File: src/rtl/vga_timing_gen_if.sv
// rtl/vga_timing_gen_if.sv - raster timing bus shared by the VGA overlay controllers
interface vga_timing_gen_if;
  logic       pix_en;
  logic [9:0] hCount;
  logic [9:0] vCount;
  logic       bright;
  logic       hSync;
  logic       vSync;
  logic       frame_start;

  modport master (
    output pix_en, hCount, vCount, bright, hSync, vSync, frame_start
  );

  modport slave (
    input pix_en, hCount, vCount, bright, hSync, vSync, frame_start
  );
endinterface

File: src/rtl/vga_timing_gen.sv
// rtl/vga_timing_gen.sv - pixel clock divider and horizontal/vertical raster counters
module vga_timing_gen #(
  parameter int CLK_DIV        = 4,
  parameter int H_TOTAL        = 800,
  parameter int H_SYNC         = 96,
  parameter int H_BRIGHT_START = 144,
  parameter int H_BRIGHT_END   = 784,
  parameter int V_TOTAL        = 525,
  parameter int V_SYNC         = 2,
  parameter int V_BRIGHT_START = 35,
  parameter int V_BRIGHT_END   = 515
) (
  input  logic             clk,
  input  logic             rst,
  vga_timing_gen_if.master vga
);

  // Divider width; at least one bit so CLK_DIV=2 still has a real counter.
  localparam int DW = (CLK_DIV > 2) ? $clog2(CLK_DIV) : 1;

  localparam logic [DW-1:0] DIV_LAST = DW'(CLK_DIV - 1);
  localparam logic [9:0]    H_LAST   = 10'(H_TOTAL - 1);
  localparam logic [9:0]    V_LAST   = 10'(V_TOTAL - 1);
  localparam logic [9:0]    H_SYNC_W = 10'(H_SYNC);
  localparam logic [9:0]    V_SYNC_W = 10'(V_SYNC);
  localparam logic [9:0]    HB_START = 10'(H_BRIGHT_START);
  localparam logic [9:0]    HB_END   = 10'(H_BRIGHT_END);
  localparam logic [9:0]    VB_START = 10'(V_BRIGHT_START);
  localparam logic [9:0]    VB_END   = 10'(V_BRIGHT_END);

  logic [DW-1:0] div_cnt;
  logic [DW-1:0] div_nxt;
  logic          pix_en_q;
  logic [9:0]    h_cnt;
  logic [9:0]    v_cnt;
  logic [9:0]    h_nxt;
  logic [9:0]    v_nxt;
  logic          h_wrap;
  logic          v_wrap;
  logic          bright_q;
  logic          hsync_q;
  logic          vsync_q;
  logic          frame_start_q;

  // Next-state counters; ">=" on the wrap tests pulls any out-of-range value back to 0.
  always_comb begin
    div_nxt = (div_cnt >= DIV_LAST) ? '0 : div_cnt + DW'(1);
    h_wrap  = (h_cnt >= H_LAST);
    v_wrap  = (v_cnt >= V_LAST);
    h_nxt   = h_cnt;
    v_nxt   = v_cnt;
    if (pix_en_q) begin
      h_nxt = h_wrap ? '0 : h_cnt + 10'd1;
      if (h_wrap) begin
        v_nxt = v_wrap ? '0 : v_cnt + 10'd1;
      end
    end
  end

  // State and decoded outputs; decodes use next-state counters so they line up with hCount/vCount.
  always_ff @(posedge clk) begin
    if (!rst) begin
      div_cnt       <= '0;
      pix_en_q      <= 1'b0;
      h_cnt         <= '0;
      v_cnt         <= '0;
      bright_q      <= 1'b0;
      hsync_q       <= 1'b0;
      vsync_q       <= 1'b0;
      frame_start_q <= 1'b0;
    end else begin
      div_cnt       <= div_nxt;
      pix_en_q      <= (div_nxt == DIV_LAST);
      h_cnt         <= h_nxt;
      v_cnt         <= v_nxt;
      hsync_q       <= (h_nxt >= H_SYNC_W);
      vsync_q       <= (v_nxt >= V_SYNC_W);
      bright_q      <= (h_nxt >= HB_START) && (h_nxt < HB_END) &&
                       (v_nxt >= VB_START) && (v_nxt < VB_END);
      frame_start_q <= pix_en_q && h_wrap && v_wrap;
    end
  end

  assign vga.pix_en      = pix_en_q;
  assign vga.hCount      = h_cnt;
  assign vga.vCount      = v_cnt;
  assign vga.bright      = bright_q;
  assign vga.hSync       = hsync_q;
  assign vga.vSync       = vsync_q;
  assign vga.frame_start = frame_start_q;

endmodule

File: src/flat_wrapper.sv
// flat-port wrapper written by rule: the top's interface ports become plain ports
module vga_timing_gen_flat 
#(
  parameter int CLK_DIV        = 4,
  parameter int H_TOTAL        = 800,
  parameter int H_SYNC         = 96,
  parameter int H_BRIGHT_START = 144,
  parameter int H_BRIGHT_END   = 784,
  parameter int V_TOTAL        = 525,
  parameter int V_SYNC         = 2,
  parameter int V_BRIGHT_START = 35,
  parameter int V_BRIGHT_END   = 515
)
  (clk, rst, vga_pix_en, vga_hCount, vga_vCount, vga_bright, vga_hSync, vga_vSync, vga_frame_start);
  vga_timing_gen_if vga_i ();
  input  logic clk;
  input  logic rst;
  output wire logic [$bits(vga_i.pix_en)-1:0] vga_pix_en;
  output wire logic [$bits(vga_i.hCount)-1:0] vga_hCount;
  output wire logic [$bits(vga_i.vCount)-1:0] vga_vCount;
  output wire logic [$bits(vga_i.bright)-1:0] vga_bright;
  output wire logic [$bits(vga_i.hSync)-1:0] vga_hSync;
  output wire logic [$bits(vga_i.vSync)-1:0] vga_vSync;
  output wire logic [$bits(vga_i.frame_start)-1:0] vga_frame_start;
  assign vga_pix_en = vga_i.pix_en;
  assign vga_hCount = vga_i.hCount;
  assign vga_vCount = vga_i.vCount;
  assign vga_bright = vga_i.bright;
  assign vga_hSync = vga_i.hSync;
  assign vga_vSync = vga_i.vSync;
  assign vga_frame_start = vga_i.frame_start;
  vga_timing_gen #(.CLK_DIV(CLK_DIV), .H_TOTAL(H_TOTAL), .H_SYNC(H_SYNC), .H_BRIGHT_START(H_BRIGHT_START), .H_BRIGHT_END(H_BRIGHT_END), .V_TOTAL(V_TOTAL), .V_SYNC(V_SYNC), .V_BRIGHT_START(V_BRIGHT_START), .V_BRIGHT_END(V_BRIGHT_END)) u_core (.clk(clk), .rst(rst), .vga(vga_i));
endmodule
File: config.mk
export PLATFORM = sky130hd
export DESIGN_NAME = vga_timing_gen_flat
export DESIGN_NICKNAME = d
export VERILOG_FILES = /design/src/rtl/vga_timing_gen_if.sv /design/src/rtl/vga_timing_gen.sv /design/src/flat_wrapper.sv
export SDC_FILE = /design/constraint.sdc
export NUM_CORES = 1
export LEC_CHECK = 0
export CORE_MARGIN = 4
export CORE_UTILIZATION = 40
export DETAILED_ROUTE_END_ITERATION = 10
export PLACE_DENSITY_LB_ADDON = 0.05
export RECOVER_POWER = 25
export SLEW_MARGIN = 25
export SYNTH_ARGS = -nofsm -noshare
export SYNTH_HDL_FRONTEND = slang
export SYNTH_SLANG_ARGS = --single-unit
File: constraint.sdc
create_clock -name clk -period 3 [get_ports clk]
set_input_delay 0.6 -clock clk [delete_from_list [all_inputs] [get_ports clk]]
set_output_delay 0.6 -clock clk [all_outputs]
set_load 0.03 [all_outputs]
# --- Word-level counts from Yosys, hierarchy flattened ---
# Cells that the tools add are included.
totals:
  input_bits: 2
  word_cells: 32
  reg_bits: 27
op_classes:
  muxes: 6
  order_cmp: 9
  n_addsub: 3
  reduce_logical: 5
  eq_ne: 1
ops:
  columns: ["op", "count"]
  rows:
  - ["two-way mux 10 bit", 5]
  - ["adder 10 x 1 -> 10 bit (second input constant)", 2]
  - ["greater-or-equal comparator 10 bit (second input constant)", 2]
  - ["< comparator 10 bit (second input constant)", 2]
  - ["greater-or-equal comparator 10 x 2 -> 1 bit (second input constant)", 1]
  - ["greater-or-equal comparator 10 x 6 -> 1 bit (second input constant)", 1]
  - ["greater-or-equal comparator 10 x 7 -> 1 bit (second input constant)", 1]
  - ["greater-or-equal comparator 10 x 8 -> 1 bit (second input constant)", 1]
  - ["logical AND 1 bit", 5]
  - ["adder 2 x 1 -> 2 bit (second input constant)", 1]
  - ["== test 2 bit (second input constant)", 1]
  - ["greater-or-equal comparator 2 bit (second input constant)", 1]
  - ["two-way mux 2 bit", 1]

# --- Depth between registers and ports, before layout ---
logic_depth:
  depth_word: 7
  ltp_mapped: 9
  ltp_nobuf: 8

# --- Worst setup path after synthesis ---
# No wires, ideal clock.
synth_timing:
  kind: "register to register"
  start: "register u_core.v_cnt[1] (netlist: u_core.vga.vCount[1])"
  end: "register u_core.bright_q (netlist: u_core.vga.bright)"
  t_arrival_ns: 2.353
  path_slack_ns: 0.587
  t_required_ns: 2.940
  stages_incl_launch_ff: 10
  cell_sequence: "dfxtp_1 ha_1 and3_1 and3_1 clkbuf_1 and2_0 o311a_1 a211o_1 a2111oi_2 o2111a_1"
synth_via:
  elab_chain_len: 7
  word_cells_on_any_way: 9
  cone_classes: "add/sub (1); order compare (3); mux (3); reduce/logical (2)"
synth_rtl:
  columns: ["item", "line_no", "source"]
  rows:
  - ["start, declared", "vga_timing_gen.sv:35", "logic [9:0] v_cnt;"]
  - ["start signal, assigned", "vga_timing_gen.sv:75", "v_cnt <= v_nxt;"]
  - ["adder 10 x 1 -> 10 bit or greater-or-equal comparator 10 bit (tied branches)", "vga_timing_gen.sv:55, vga_timing_gen.sv:49", null]
  - ["two-way mux 10 bit", "vga_timing_gen.sv:55", "v_nxt = v_wrap ? '0 : v_cnt + 10'd1;"]
  - ["two-way mux 10 bit", "vga_timing_gen.sv:54", "if (h_wrap) begin"]
  - ["two-way mux 10 bit *", "vga_timing_gen.sv:52", "if (pix_en_q) begin"]
  - ["greater-or-equal comparator 10 x 6 -> 1 bit", "vga_timing_gen.sv:79", "(v_nxt >= VB_START) && (v_nxt < VB_END);"]
  - ["logical AND 1 bit", "vga_timing_gen.sv:78", "bright_q <= (h_nxt >= HB_START) && (h_nxt < HB_END) &&"]
  - ["logical AND 1 bit *", "vga_timing_gen.sv:79", null]
  - ["end signal, assigned", "vga_timing_gen.sv:78", null]
  - ["end, declared", "vga_timing_gen.sv:40", "logic bright_q;"]
# Every way passes the cells marked *; elsewhere a longest branch is shown, timed or not.
# A chain may end at the register's enable or synchronous reset.

# --- Final worst setup path ---
layout_timing:
  start: "register u_core.h_cnt[0] (netlist: u_core.vga.hCount[0])"
  end: "register u_core.bright_q (netlist: u_core.vga.bright)"
layout_via:
  elab_chain_len: 7
  word_cells_on_any_way: 13
  cone_classes: "add/sub (1); order compare (5); mux (4); reduce/logical (3)"
layout_rtl:
  columns: ["item", "line_no", "source"]
  rows:
  - ["start, declared", "vga_timing_gen.sv:34", "logic [9:0] h_cnt;"]
  - ["start signal, assigned", "vga_timing_gen.sv:74", "h_cnt <= h_nxt;"]
  - ["adder 10 x 1 -> 10 bit or greater-or-equal comparator 10 bit (tied branches)", "vga_timing_gen.sv:53, vga_timing_gen.sv:48", null]
  - ["two-way mux 10 bit", "vga_timing_gen.sv:53", "h_nxt = h_wrap ? '0 : h_cnt + 10'd1;"]
  - ["two-way mux 10 bit", "vga_timing_gen.sv:52", null]
  - ["greater-or-equal comparator 10 x 8 -> 1 bit or < comparator 10 bit (tied branches)", "vga_timing_gen.sv:78", null]
  - ["logical AND 1 bit (2 in series)", "vga_timing_gen.sv:78", null]
  - ["logical AND 1 bit *", "vga_timing_gen.sv:79", null]
# Marked as above.

==> qor.txt <==
RSZ-0062 raised after global routing = no
element type at the critical path end = flop
final instance area = 1904 um^2
ys async rst share = 0%
Initial Utilization = 41.72%
Sw Share = 23.61%
#FFs+latches synth = 27
WL per Instance = 14.52 um
hold crit path type = flop to flop
final setup fails = 0
Met1 Wirelength = 1.923 mm
worst-margin pin slew = 0.6631 ns
top post-synthesis cells by area = dfxtp_1 (35%), nand2_1 (4.4%), a21oi_1 (4.2%), ha_1 (4.0%), o21ai_0 (3.9%)
largest net degree at the start of global routing = 17
Clock Sinks = 27
Via Count = 1483
# diodes = 0
post-synthesis cell type with the largest combined area = dfxtp_1
Buf/Inv on CP = 0
area share of the largest cell type after synthesis = 34.87%
clock-pin slew on the worst setup and hold paths = 0.09 ns
cells after synthesis = 189
post_cts resized = 0
outcome = completed
area grow syn2layout = 22.84%
Fmax = 0.3678 GHz
Worst path most repeated cell = a21oi_1
met3 wire len = 198 um
Pwr Density = 328.0 nW/um^2
Peak supply drop = 243.1 uV
met2 wire length = 1.650 mm
Largest delay share family, worst path = compound AO/OA/AOI/OAI gates
Final Cycle Share = 90.63%
data arrival time of the worst path = 2.94 ns
register area share after synthesis = 34.87%
Inserted Clock Buffers = 3
Initial DRT Pass Iterations = 4
port bufs = 26
number of synthesis warnings = 0
Fin Clk Skew = 0.004262 ns
gp weighted congestion = 0.8460
Hold Buf Count CTS = 0
post-synthesis area per instance = 8.202 um^2
die span in y = 70.26 um
maxcap violations = 0
Yosys cell types = 47
GRT Util Overall = 16.32%
critical path's largest stage delay = 0.58 ns
CTS tree = yes
area of the core = 3716 um^2
most common cell in the netlist = dfxtp_1
ANT nets after route = 0
post-synth net total = 196
layout cell share with drive strength beyond 1 = 7.009%
Leak Pwr = 0.6710 nW
Skew-Pair Late Insertion Delay = 0.27 ns
Die ar. = 4936 um^2
DP HPWL = 2.739 mm
initial antenna violation count = 0
commonest cells in the netlist = dfxtp_1 (27), nand2_1 (18), nor2_1 (16)
Slew HR = 55.79%
Final nets = 222
sequential power share = 59.5%
slowest CP cell = a21oi_1
Post-synth EDFFs = 0
first-pass GRT wire length = 6.706 mm
clk buf depth = 2
max layer used = met4
Clk network pwr share = 33.6%
io pins = 27
H-Tree Depth = 1
routed wire length = 3.803 mm
detailed-route DRC error count = 0
Worst Setup Start Kind = flop
internal power = 0.4771 mW
fin. max-slew vios = 0
post-placement cell area = 1859 um^2
root buffer cell = clkbuf_8
Detailed Route Iter0 Violations = 72
setup repair bufs after CTS = 0
largest fanout on the critical path = 9
Vias/cell = 5.660
worst setup path class = flop to flop
WP data required = 3.22 ns
top_reg_cell synth = dfxtp_1
vias in the first global route = 1421
Combinational Power Share = 6.9%
Mapped Area = 1550 um^2
Rows = 22
Post-Place Setup Slack = 0.3461 ns
total grt overflow = 0
shortest period the worst path allows = 2.719 ns
net switching power = 0.1475 mW
crit-path cells = ha_1, nand4_1, a21oi_1, a21oi_1, o311a_1, a211o_1, a2111oi_2, o2111a_1
Fin. Hold Viols = 0
final worst slack = 0.2810 ns
Die X = 70.26 um
Fin Setup TNS = 0 ns
-- stage by stage --
step | util [%] | hold slack [ns] | total power [mW] | instances
2_1_floorplan | - | 0.4275 | 0.4065 | 189
3_3_place_gp | 50.03 | 0.4406 | 0.4224 | 258
3_5_place_dp | 50.03 | 0.4510 | 0.4234 | 258
4_1_cts | 51.25 | 0.4722 | 0.6335 | 262
5_1_grt | 51.25 | 0.5040 | 0.6570 | 262
6_report | 51.25 | 0.4716 | 0.6246 | 262
-- flip-flops by register name, indices dropped and copies added (netlist names) --
signal,flops
u_core.vga.hCount,10
u_core.vga.vCount,10
u_core.div_cnt,2
u_core.vga.bright,1
u_core.vga.frame_start,1
u_core.vga.hSync,1
u_core.vga.pix_en,1
u_core.vga.vSync,1
-- logic make-up (layout without fill, tap and decap cells) --
group	after synthesis	after routing	synth area share (%)
fa+ha+maj	5	5	4.036
flops	27	27	34.87
compound gates	52	52	25.18
buf+inv	15	40	3.874
xor+xnor	5	5	2.825
mux	1	1	0.6457
simple gates	84	84	28.57
-- power groups by stage --
| stage | Combinational (mW) | Clock (mW) | Sequential, mW |
|---|---|---|---|
| finish | 0.0430 | 0.210 | 0.372 |
| global route | 0.0476 | 0.236 | 0.374 |
| CTS | 0.0437 | 0.218 | 0.372 |
| detailed placement | 0.0433 | 0 | 0.380 |
| global placement | 0.0429 | 0 | 0.380 |
| floorplan | 0.0208 | 0 | 0.386 |
-- worst paths after layout --
check,start,end,slack [ns],cells past startpoint
worst max-delay path,u_core.vga.hCount[0],u_core.vga.bright,0.28,8
worst min-delay path,u_core.div_cnt[0],u_core.div_cnt[0],0.47,1
worst max register to register,u_core.vga.hCount[0],u_core.vga.bright,0.28,8
worst min register to register,u_core.div_cnt[0],u_core.div_cnt[0],0.47,1
-- routing by layer --
layer | vias up | global-route usage (%)
met5 | - | 0
met4 | 0 | 4.043
met3 | 4 | 2.590
met2 | 45 | 24.84
met1 | 702 | 23.78
li1 | 732 | -
-- area by class of cell --
class	count	area, um^2
Timing Repair Buffer	29	282.8
Inverter	7	26.28
Multi-Input combinational cell	147	949.7
Clock buffer	4	45.04
Sequential cell	27	540.5
Fill cell	379	1812
Tap cell	48	60.06
-- placed cells by master, fill, tap and decap left out, drive strengths merged, types with 4 or more instances in the layout --
master and count:
a21oi 14, and2 10, and3 6, clkbuf 4, clkdlybuf4s50 22, dfxtp 27
dlygate4sd3 4, ha 5, inv 7, nand2 18, nand3 8, nand4 5
nor2 17, nor2b 4, nor3 5, o21ai 12, or3 5, xor2 4
No activity file was read; power rests on OpenSTA's default activity.
